### config.mk
export PLATFORM = sky130hd
export DESIGN_NAME = reducer_ctrl
export DESIGN_NICKNAME = d
export VERILOG_FILES = /design/src/rtl/reducer_ctrl.sv
export SDC_FILE = /design/constraint.sdc
export NUM_CORES = 1
export LEC_CHECK = 0
export BUFFER_PORTS_ARGS = -buffer_cell sky130_fd_sc_hd__clkbuf_2
export CORE_MARGIN = 2
export CORE_UTILIZATION = 50
export CTS_CLUSTER_DIAMETER = 100
export DETAILED_ROUTE_END_ITERATION = 8
export GPL_TIMING_DRIVEN = 0
export PLACE_DENSITY = 0.8
export SKIP_LAST_GASP = 1
export SLEW_MARGIN = 40
export SYNTH_ARGS = -nofsm -noshare
export SYNTH_HDL_FRONTEND = slang
export SYNTH_SLANG_ARGS = --single-unit
### constraint.sdc
create_clock -name clk -period 3.65 [get_ports clk]
set_input_delay 0.365 -clock clk [delete_from_list [all_inputs] [get_ports clk]]
set_output_delay 0.365 -clock clk [all_outputs]
set_load 0.05 [all_outputs]
### src/rtl/reducer_ctrl.sv
// reducer_ctrl -- tile-level sequencer for the reducer datapath.
//
// Walks the output tiles of one layer. For each tile it optionally reads the
// stored input psums, waits for the PE array's multiplier matrix, and hands
// the reduced final_psum vector to the output-psum buffer under a
// valid/ready handshake. It also drives the reducer's layer_type and
// ipsum_add_en controls.
//
// Optional feature (compile-time macro REDUCER_CTRL_PERF_EN):
//   defined   -> perf_stall_cnt counts WAIT_MUL cycles without mul_valid plus
//                WRITE cycles without opsum_wr_ready; it saturates, clears on
//                an accepted start and holds after done.
//   undefined -> perf_stall_cnt is tied to 0 and no counter exists.
//
// Ports:
//   clk, rst_n          clock, synchronous active-low reset
//   start               one-cycle layer start (only honoured in IDLE)
//   cfg_layer_type      POINTWISE(0) / DEPTHWISE(1), latched on start
//   cfg_ipsum_en        accumulate onto stored input psums, latched on start
//   cfg_tile_num        number of tiles in the layer (0 allowed)
//   busy, done          layer status / one-cycle end-of-layer pulse
//   layer_type          latched layer type to the reducer
//   ipsum_add_en        reducer adds input psums (WRITE cycles only)
//   ipsum_rd_en/addr    input-psum buffer read strobe and tile index
//   mul_valid/ready     PE-array multiplier matrix handshake
//   opsum_wr_valid/addr output-psum buffer write request and tile index
//   opsum_wr_ready      output buffer accepts the write
//   perf_stall_cnt      optional stall counter

module reducer_ctrl #(
    parameter int ADDR_W = 8,
    parameter int PERF_W = 32
) (
    input  logic              clk,
    input  logic              rst_n,
    input  logic              start,
    input  logic              cfg_layer_type,
    input  logic              cfg_ipsum_en,
    input  logic [ADDR_W-1:0] cfg_tile_num,
    output logic              busy,
    output logic              done,
    output logic              layer_type,
    output logic              ipsum_add_en,
    output logic              ipsum_rd_en,
    output logic [ADDR_W-1:0] ipsum_rd_addr,
    input  logic              mul_valid,
    output logic              mul_ready,
    output logic              opsum_wr_valid,
    output logic [ADDR_W-1:0] opsum_wr_addr,
    input  logic              opsum_wr_ready,
    output logic [PERF_W-1:0] perf_stall_cnt
);

    typedef enum logic [2:0] {
        IDLE     = 3'd0,
        RD_IPSUM = 3'd1,
        WAIT_MUL = 3'd2,
        WRITE    = 3'd3,
        DONE     = 3'd4
    } state_t;

    localparam logic [ADDR_W-1:0] ADDR_ONE = {{(ADDR_W-1){1'b0}}, 1'b1};

    state_t            state;
    state_t            state_nxt;
    logic [ADDR_W-1:0] tile_idx;
    logic [ADDR_W-1:0] tile_idx_nxt;
    logic [ADDR_W-1:0] tile_num_q;
    logic              ipsum_en_q;
    logic              start_acc;
    logic              last_tile;

    assign start_acc = (state == IDLE) && start;

    // tile_num_q is at least 1 whenever WRITE is reachable, so no underflow.
    assign last_tile = (tile_idx == (tile_num_q - ADDR_ONE));

    // The write handshake and the matrix release happen in the same cycle,
    // so mul_ready follows the buffer's ready combinationally.
    assign mul_ready = opsum_wr_valid && opsum_wr_ready;

    always_comb begin
        state_nxt    = state;
        tile_idx_nxt = tile_idx;
        case (state)
            IDLE: begin
                if (start) begin
                    tile_idx_nxt = '0;
                    if (cfg_tile_num == '0)
                        state_nxt = DONE;
                    else if (cfg_ipsum_en)
                        state_nxt = RD_IPSUM;
                    else
                        state_nxt = WAIT_MUL;
                end
            end
            RD_IPSUM: state_nxt = WAIT_MUL;
            WAIT_MUL: begin
                if (mul_valid)
                    state_nxt = WRITE;
            end
            WRITE: begin
                if (opsum_wr_ready) begin
                    tile_idx_nxt = tile_idx + ADDR_ONE;
                    if (last_tile)
                        state_nxt = DONE;
                    else if (ipsum_en_q)
                        state_nxt = RD_IPSUM;
                    else
                        state_nxt = WAIT_MUL;
                end
            end
            DONE:    state_nxt = IDLE;
            default: state_nxt = IDLE;
        endcase
    end

    // Outputs are registered decodes of the next state, so they line up with
    // the state register and are glitch-free. Addresses read as 0 whenever
    // their strobe is low.
    always_ff @(posedge clk) begin
        if (!rst_n) begin
            state          <= IDLE;
            tile_idx       <= '0;
            tile_num_q     <= '0;
            ipsum_en_q     <= 1'b0;
            layer_type     <= 1'b0;
            busy           <= 1'b0;
            done           <= 1'b0;
            ipsum_add_en   <= 1'b0;
            ipsum_rd_en    <= 1'b0;
            ipsum_rd_addr  <= '0;
            opsum_wr_valid <= 1'b0;
            opsum_wr_addr  <= '0;
        end else begin
            state    <= state_nxt;
            tile_idx <= tile_idx_nxt;
            if (start_acc) begin
                layer_type <= cfg_layer_type;
                ipsum_en_q <= cfg_ipsum_en;
                tile_num_q <= cfg_tile_num;
            end
            busy           <= (state_nxt != IDLE);
            done           <= (state_nxt == DONE);
            ipsum_rd_en    <= (state_nxt == RD_IPSUM);
            ipsum_rd_addr  <= (state_nxt == RD_IPSUM) ? tile_idx_nxt : '0;
            opsum_wr_valid <= (state_nxt == WRITE);
            opsum_wr_addr  <= (state_nxt == WRITE) ? tile_idx_nxt : '0;
            // WRITE is never entered straight from IDLE, so ipsum_en_q is
            // already the latched value here.
            ipsum_add_en   <= (state_nxt == WRITE) && ipsum_en_q;
        end
    end

`ifdef REDUCER_CTRL_PERF_EN
    localparam logic [PERF_W-1:0] PERF_ONE = {{(PERF_W-1){1'b0}}, 1'b1};

    logic [PERF_W-1:0] stall_cnt;
    logic              stall;

    assign stall = ((state == WAIT_MUL) && !mul_valid) ||
                   ((state == WRITE) && !opsum_wr_ready);

    always_ff @(posedge clk) begin
        if (!rst_n)
            stall_cnt <= '0;
        else if (start_acc)
            stall_cnt <= '0;
        else if (stall && (stall_cnt != '1))
            stall_cnt <= stall_cnt + PERF_ONE;
    end

    assign perf_stall_cnt = stall_cnt;
`else
    assign perf_stall_cnt = '0;
`endif

endmodule

==> reports/metrics.csv, run 1 <==
stage,metric,value,unit
worst_hold_path,hp-start,cfg_tile_num[3],
final_layout,antenna_cells,0,
timing,finClkSkew,9.07,ps
clock_tree,root_buffer,clkbuf_8,
setup_path,worstSetupPathType,flop to flop,
route,drtIter0Drc,45,
final_layout,fin_nets,330,
place,postPlaceCellArea,2420,um^2
setup_path,rr_endpoint,busy,
clock_tree,cts_tree,built,
setup_path,crit_required,3840,ps
grt,grt_start_max_net_pins,16,
timing,max_freq,411,MHz
setup_path,rr_startpoint,tile_num_q[0],
synthesis,yosysWarnings,0,
synthesis,syn_area,2050,um^2
status,status,"complete, no violations",
setup_path,crit_fanout,10,
timing,finalCriticalPeriod,2430,ps
die,start_util,51.7,%
final_layout,fillCellCount,378,
place,gp_congestion,0.884,
clock_tree,postCtsSetupBuffers,0,
route,detail-route-antenna-nets,0,
timing,worst-slew-pin-transition,498,ps
setup_path,r2r_setup_slack,1220,ps
grt,grt_remaining_overflow,0,
final_layout,layout_common_cells,"dfxtp_1, clkbuf_2",
clock_tree,clk_pin_slew,90,ps
flow_run,maxCapViolCount,0,
die,die_y,68.1,um
die,coreArea,3970,um^2
synthesis,syn_inst,238,
setup_path,rr_worst_depth,11,
grt,antenna_found_initial,0,
synthesis,ys_seq_area_share,41.0,%
place,place_hpwl,3.09,mm
timing,hold_viol,0,
die,ios,70,
route,drtPass1Iterations,4,
timing,fin_crit_sh,66.7,%
route,num_vias,1687,
route,wl,3.93,mm
route,drc,0,
synthesis,syn_area_per_cell,8.62,um^2
clock_tree,postCtsResizedCells,0,
route,via_per_inst,4.63,
timing,setup_violations,0,
route,wl_met2,1.99,mm
clock_tree,clkSinkCount,42,
timing,finalMaxSlewViolations,0,
route,dr_wl_met3,195,um
setup_path,startpoint_type,flop,
route,highest_layer,met4,
power_and_ir_drop,peakVddDrop,0.254,mV
place,portBuffers,37,
grt,grt_pass1_wl,6.54,mm
worst_hold_path,hp-class,primary input to flop,
final_layout,fin_area,2510,um^2
setup_path,arrival,2620,ps
grt,grt.total_usage,18.9,%
clock_tree,h-tree-depth,2,
clock_tree,cts-buffers-inserted,5,
setup_path,endpoint_kind,flop,
clock_tree,cts_buffer_depth,2,
die,fp.dieW,68.1,um
timing,slew_headroom,66.6,%
synthesis,ys_ff_latch,42,
final_layout,final_core_util,63.2,%
worst_hold_path,holdPathStages,3,
worst_hold_path,hold_end,tile_num_q[3],
timing,rsz0062_at_grt,no,
die,dieArea,4630,um^2
route,wl_per_cell,10.8,um
final_layout,post_route_cells_drive_above_1_share,31.5,%
route,drt-met1-wl,1.67,mm
power_and_ir_drop,powerDensity,415,nW/um^2
timing,setup-tns-final,0,ps
power_and_ir_drop,power_leakage,1.18,nW
synthesis,ys_types,44,
final_layout,layout_commonest_cell,dfxtp_1,
grt,grt_pass1_vias,1558,
die,rows,23,
clock_tree,clock_latency,300,ps
clock_tree,holdBufCountCts,0,
final_layout,syn_to_final_growth,22.3,%
## metrics by stage
step           power [mW]  cells  hold WS (ps)  setup slack, ps
6_report             1.04    364           286             1220
3_3_place_gp        0.735    356           443             1280
3_5_place_dp        0.740    356           459             1260
4_1_cts              1.04    364           282             1230
2_1_floorplan       0.705    269           445             1490
5_1_grt              1.09    364           295             1050
## worst max path at each step
| stage | slack (ps) | from | to |
|---|---|---|---|
| floorplan | 1490 | tile_num_q[0] | busy |
| global placement | 1280 | tile_num_q[0] | busy |
| detailed placement | 1260 | tile_num_q[0] | busy |
| CTS | 1230 | tile_num_q[0] | busy |
| global route | 1050 | tile_num_q[0] | busy |
| finish | 1220 | tile_num_q[0] | busy |
## sequential cells by signal (all words and copies together) (netlist names)
signal and cells:
done 1, ipsum_en_q 1, opsum_wr_valid 1, layer_type 1, busy 1, opsum_wr_addr 8
tile_num_q 8, ipsum_add_en 1, tile_idx 8, ipsum_rd_addr 8, ipsum_rd_en 1, state 3
## kinds of logic (layout without fill, tap and decap cells)
logic type               after synthesis  after routing  synth area share, %
AND/OR/NAND/NOR                       98             98                 25.1
buffers and inverters                 49             94                 15.7
flip-flops                            42             42                 41.0
AO/OA/AOI/OAI                         31             31                 10.2
XOR/XNOR                              12             12                 5.12
multiplexers                           3              3                 1.52
adder cells (fa/ha/maj)                2              2                 1.22
other                                  1             32                0.183
## cell type report
type,count,area [um^2],share of cell area [%]
clock inverter,3,25.0,0.997
multi-input combinational,178,1010,40.1
buffer,39,284,11.3
sequential,42,841,33.5
timing repair buffer,37,185,7.38
tap,50,62.6,2.49
inverter,10,37.5,1.50
clock buffer,5,68.8,2.74
## where the power goes
part | internal, mW | leakage, nW | switching (mW)
Sequential | 0.471 | 0.341 | 0.0145
Combinational | 0.0792 | 0.797 | 0.166
Clock | 0.138 | 0.0447 | 0.172
Total | 0.688 | 1.18 | 0.353
## synth_stat cells, drive strengths merged
cell type	instances	area share, %
a21o	1	0.37
a21oi	17	4.1
a221oi	1	0.43
a22oi	1	0.37
a311oi	1	0.43
a32oi	1	0.43
a41oi	2	1.2
and2	2	0.61
and3	3	0.91
buf	36	13
clkbuf	3	0.55
clkinv	1	0.18
conb	1	0.18
dfxtp	42	41
ha	2	1.2
inv	9	1.6
mux2	1	0.55
mux2i	2	0.98
nand2	32	5.9
nand2b	1	0.31
nand3	5	1.2
nand3b	1	0.37
nand4	3	0.91
nor2	32	5.9
nor3	10	4.4
nor3b	1	0.37
nor4	2	1.6
nor4b	2	1.2
o211ai	1	0.61
o21a	1	0.37
o21ai	4	1.3
o21ba	1	0.49
or2	1	0.31
or4	2	0.73
or4b	1	0.49
xnor2	7	3.0
xor2	5	2.1
## worst max-delay path, cell delays in order (launching register included)
cell,delay [ps]
dfxtp_1,420
inv_1,60
ha_1,180
buf_2,170
o21ba_1,180
a221oi_1,290
a41oi_1,90
nor4_2,190
o21ai_2,140
a41oi_2,290
buf_6,200
o211ai_2,90
## layer usage
| metal | up-vias | track usage [%] |
|---|---|---|
| li1 | 875 | - |
| met1 | 769 | 21.3 |
| met2 | 38 | 33.1 |
| met3 | 5 | 5.43 |
| met4 | 0 | 8.00 |
| met5 | - | 0 |
No activity file was read; power rests on OpenSTA's default activity.
==> inputs of run 2 (changes only) <==
CORE_UTILIZATION = 45   (was 50)
PLACE_DENSITY = 0.76   (was 0.8)
clock period = 1.99 ns   (was 3.65 ns; I/O delays follow)
==> reports/metrics.csv, run 2 (same netlist as run 1, synthesis figures left out) <==
stage,metric,value,unit
timing,max_freq,488,MHz
setup_path,startpoint_type,flop,
route,via_per_inst,4.67,
clock_tree,h-tree-depth,2,
timing,worst-slew-pin-transition,563,ps
place,place_ws,-233,ps
die,ios,70,
die,die_y,71.5,um
route,detail-route-antenna-nets,0,
route,wl,4.23,mm
clock_tree,cts_tree,built,
die,coreArea,4380,um^2
grt,grt_start_max_net_pins,14,
timing,setup-tns-final,-265,ps
flow_run,maxCapViolCount,0,
die,dieArea,5120,um^2
timing,finalMaxSlewViolations,0,
grt,globalRouteMet2Util,28.4,%
place,portBuffers,37,
status,violations,negative setup slack,
final_layout,layout_commonest_cell,buf_4,
final_layout,fin_nets,339,
clock_tree,root_buffer,clkbuf_8,
final_layout,layout_common_cells,"buf_4, dfxtp_1, clkbuf_2, conb_1, nand2_1",
setup_path,arrival,2220,ps
timing,hold_viol,0,
die,rows,24,
route,num_vias,1751,
clock_tree,clock_latency,290,ps
setup_path,crit_chain,"inv_2, ha_4, o21ba_4, a221oi_2, a41oi_2, nor4_4, o21ai_4, a41oi_4, buf_6, o211ai_2",
place,dp_cells,358,
status,status,finished with violations,
final_layout,fin_cells,375,
die,start_util,46.8,%
route,drc,0,
clock_tree,cts-buffers-inserted,5,
timing,slew_headroom,62.2,%
timing,rsz0062_at_grt,yes,
clock_tree,clkSinkCount,42,
setup_path,crit_fanout,5,
place,gp_congestion,0.847,
setup_path,worstSetupPathType,flop to flop,
grt,grt_pass1_vias,1557,
timing,finClkSkew,7.76,ps
grt,grt_pass1_wl,6.82,mm
route,drtIter0Drc,48,
final_layout,post_route_cells_drive_above_1_share,39.0,%
clock_tree,clk_pin_slew,80,ps
clock_tree,cts_buffer_depth,2,
timing,fin_ws,-58.0,ps
grt,met1_usage,20.8,%
power_and_ir_drop,peakVddDrop,0.476,mV
setup_path,crit_required,2160,ps
timing,finalCriticalPeriod,2050,ps
worst_hold_path,hp-class,primary input to flop,
clock_tree,holdBufCountCts,0,
place,place_hpwl,3.13,mm
final_layout,antenna_cells,0,
setup_path,cpPeakStageDelay,350,ps
grt,grt.total_usage,16.8,%
setup_path,worst_path_max_delay_cell,dfxtp_2,
route,drtPass1Iterations,4,
grt,busiest_layer,met2,
grt,gr-usage-met3,4.08,%
power_and_ir_drop,powerDensity,723,nW/um^2
final_layout,syn_to_final_growth,31.5,%
timing,setup_violations,11,
grt,antenna_found_initial,0,
timing,fin_crit_sh,103,%
die,fp.dieW,71.5,um
grt,grt_remaining_overflow,0,
route,wl_per_cell,11.3,um
setup_path,endpoint_kind,flop,
power_and_ir_drop,power_leakage,1.26,nW
-- run 2: final cells by class --
| type | count | area (um^2) |
|---|---|---|
| Buffer | 38 | 279 |
| Sequential cell | 42 | 852 |
| Timing Repair Buffer | 47 | 264 |
| Clock buffer | 6 | 72.6 |
| Multi-Input combinational cell | 178 | 1110 |
| Tap cell | 52 | 65.1 |
| Inverter | 10 | 37.5 |
| Clock inverter | 2 | 13.8 |
| Fill cell | 406 | 1690 |
-- run 2: worst max-delay path, delay by kind of cell, from the launching register on --
family                     cells  cell delay (ps)
and+or+nand+nor                1              200
adders and majority gates      1              170
AOI/OAI and AO/OA              6              990
DFF                            1              350
buffers and inverters          2              230
-- run 2: where the power goes --
| group | switching (mW) | internal, mW | total, mW |
|---|---|---|---|
| combinational | 0.338 | 0.184 | 0.522 |
| sequential | 0.0277 | 0.865 | 0.893 |
| clock | 0.287 | 0.247 | 0.534 |
-- run 2: layer usage --
| metal | up-vias | share of wire (%) | wire, um |
|---|---|---|---|
| li1 | 899 | - | - |
| met1 | 800 | 44 | 1840 |
| met2 | 45 | 50 | 2110 |
| met3 | 7 | 5.3 | 225 |
| met4 | 0 | 1.2 | 51 |
| met5 | - | 0 | 0 |
-- run 2: path summary, 6_finish.rpt --
| path | startpoint | to | slack (ps) | cells after the start |
|---|---|---|---|---|
| setup / recovery | tile_num_q[1] | busy | -60 | 10 |
| hold / removal | cfg_layer_type | layer_type | 120 | 3 |
| setup reg to reg | tile_num_q[1] | busy | -60 | 10 |
| hold reg to reg | layer_type | layer_type | 460 | 2 |
-- run 2: metrics by stage --
stage	hold WS, ps	instance area, um^2	utilization (%)	total power [mW]
floorplan	327	2200	-	1.31
global placement	430	2450	55.9	1.37
detailed placement	429	2450	55.9	1.38
CTS	118	2600	59.2	1.92
global route	130	2700	61.5	2.04
finish	117	2700	61.5	1.95
-- run 2: repair_timing --
| item | in CTS | in global routing |
|---|---|---|
| setup buffers | 7 | 2 |
| pin swaps | 11 | 12 |
| endpoints found under the setup margin | 12 | 24 |
| gates cloned | 1 | 0 |
| hold endpoints to repair | 0 | 0 |
| resized for setup | 6 | 17 |
==> inputs of run 3 (changes only) <==
--- a/constraint.sdc
+++ b/constraint.sdc
@@ -3,2 +3,2 @@
 set_output_delay 0.199 -clock clk [all_outputs]
-set_load 0.05 [all_outputs]
+set_load 0.1 [all_outputs]
==> reports/metrics.csv, run 3 (same netlist as run 1, synthesis figures left out) <==
stage,metric,value,unit
timing,finalMaxSlewViolations,0,
power_and_ir_drop,peakVddDrop,0.672,mV
clock_tree,cts_tree,built,
final_layout,fin_nets,341,
final_layout,syn_to_final_growth,31.3,%
clock_tree,cts-buffers-inserted,5,
timing,finalCriticalPeriod,2120,ps
final_layout,multiInputGateArea,1100,um^2
die,ios,70,
setup_path,endpoint_kind,flop,
die,dieArea,5120,um^2
grt,grt_start_max_net_pins,13,
timing,worst-slew-pin-transition,757,ps
place,postPlaceCellArea,2450,um^2
timing,setup-tns-final,-1060,ps
grt,grt_pass1_wl,6.78,mm
timing,rsz0062_at_grt,yes,
setup_path,worst_path_max_delay_cell,dfxtp_4,
place,place_hpwl,3.02,mm
die,coreArea,4380,um^2
final_layout,post_route_cells_drive_above_1_share,37.8,%
setup_path,cpPeakStageDelay,370,ps
setup_path,crit_fanout,7,
die,fp.dieW,71.5,um
power_and_ir_drop,powerDensity,789,nW/um^2
flow_run,maxCapViolCount,0,
power_and_ir_drop,p_total,2.13,mW
final_layout,layout_common_cells,"buf_4, dfxtp_1, clkbuf_2, conb_1",
grt,busiest_layer,met2,
final_layout,layout_commonest_cell,buf_4,
setup_path,worstSetupPathType,flop to flop,
grt,gr-usage-met3,3.80,%
worst_hold_path,hold_end,layer_type,
timing,setup_violations,13,
timing,fin_crit_sh,107,%
final_layout,fin_area,2700,um^2
timing,finClkSkew,5.21,ps
timing,slew_headroom,49.2,%
timing,hold_viol,0,
setup_path,rr_startpoint,tile_num_q[0],
route,drc,0,
setup_path,rr_worst_depth,10,
route,via_per_inst,4.60,
clock_tree,cts_buffer_depth,2,
grt,globalRouteMet2Util,29.3,%
worst_hold_path,hp-start,cfg_layer_type,
place,place_ws,-222,ps
grt,grt_pass1_vias,1551,
place,gp_congestion,0.833,
worst_hold_path,holdPathStages,3,
die,rows,24,
status,status,finished with violations,
setup_path,critPathTopFamily,compound AO/OA/AOI/OAI gates,
clock_tree,clkSinkCount,42,
clock_tree,clock_latency,290,ps
setup_path,crit_buf_inv,2,
route,wl,4.37,mm
timing,fin_ws,-135,ps
route,drtPass1Iterations,4,
grt,antenna_found_initial,0,
setup_path,crit_chain,"inv_4, ha_4, o21ba_4, a221oi_2, a41oi_2, nor4_4, o21ai_4, a21o_1, buf_2, nor3_2",
timing,max_freq,471,MHz
die,start_util,46.8,%
clock_tree,holdBufCountCts,0,
route,drtIter0Drc,51,
status,violations,negative setup slack,
setup_path,crit_required,2210,ps
grt,grt.total_usage,16.4,%
route,num_vias,1734,
place,portBuffers,37,
setup_path,arrival,2340,ps
setup_path,crit_path_start,tile_num_q[0],
final_layout,regArea,846,um^2
route,wl_per_cell,11.6,um
die,die_y,71.5,um
timing,timing.hold.ws,123,ps
final_layout,fillCellCount,395,
grt,grt_remaining_overflow,0,
grt,met1_usage,19.8,%
clock_tree,h-tree-depth,2,
setup_path,startpoint_type,flop,
route,detail-route-antenna-nets,0,
clock_tree,root_buffer,clkbuf_8,
clock_tree,clk_pin_slew,80,ps
final_layout,antenna_cells,0,
setup_path,rr_endpoint,ipsum_rd_addr[7],
power_and_ir_drop,power_leakage,1.26,nW
worst_hold_path,hp-class,primary input to flop,
setup_path,r2r_setup_slack,-130,ps
run 3: through the flow:
step | instances | utilization (%)
finish | 377 | 61.5
global route | 377 | 61.5
CTS | 373 | 59.4
detailed placement | 358 | 56.0
global placement | 358 | 56.0
floorplan | 269 | -
run 3: worst max-delay path by stage:
stage	to	slack (ps)	cells past startpoint
global placement	busy	-210	11
CTS	busy	-130	10
global route	ipsum_rd_addr[6]	-240	10
detailed placement	busy	-220	11
floorplan	busy	-50	11
finish	ipsum_rd_addr[7]	-130	10
run 3: power by group:
group	switching, mW	leakage, nW	internal, mW
Combinational	0.495	0.868	0.187
Sequential	0.0293	0.342	0.865
Clock	0.271	0.0482	0.280
Total	0.796	1.26	1.33
run 3: what timing repair did:
item / CTS / global route
pin swaps: 9 / 9
resized for setup: 6 / 10
cloned: 1 / 1
endpoints found under the setup margin: 12 / 20
buffers inserted: 7 / 3
run 3: cell type report:
cell class / instances / area share (%)
clock inverters: 1 / 0.186
clock buffers: 7 / 3.20
plain buffers: 38 / 10.4
well taps: 52 / 2.41
inverters: 10 / 1.49
flip-flops and latches: 42 / 31.4
repair buffers: 49 / 10.3
multi-input cells: 178 / 40.7
run 3: routing by layer:
metal,vias up,part of all wire [%]
met4,0,1.3
met1,776,42
met3,6,5.8
li1,900,-
met5,-,0
met2,52,51
run 3: worst reg2reg max path, delay by kind of cell (launching register included):
kind,cells,cell delay (ps)
adders and majority gates,1,180
AOI/OAI and AO/OA,5,890
DFF,1,370
buffers and inverters,2,200
and+or+nand+nor,2,420
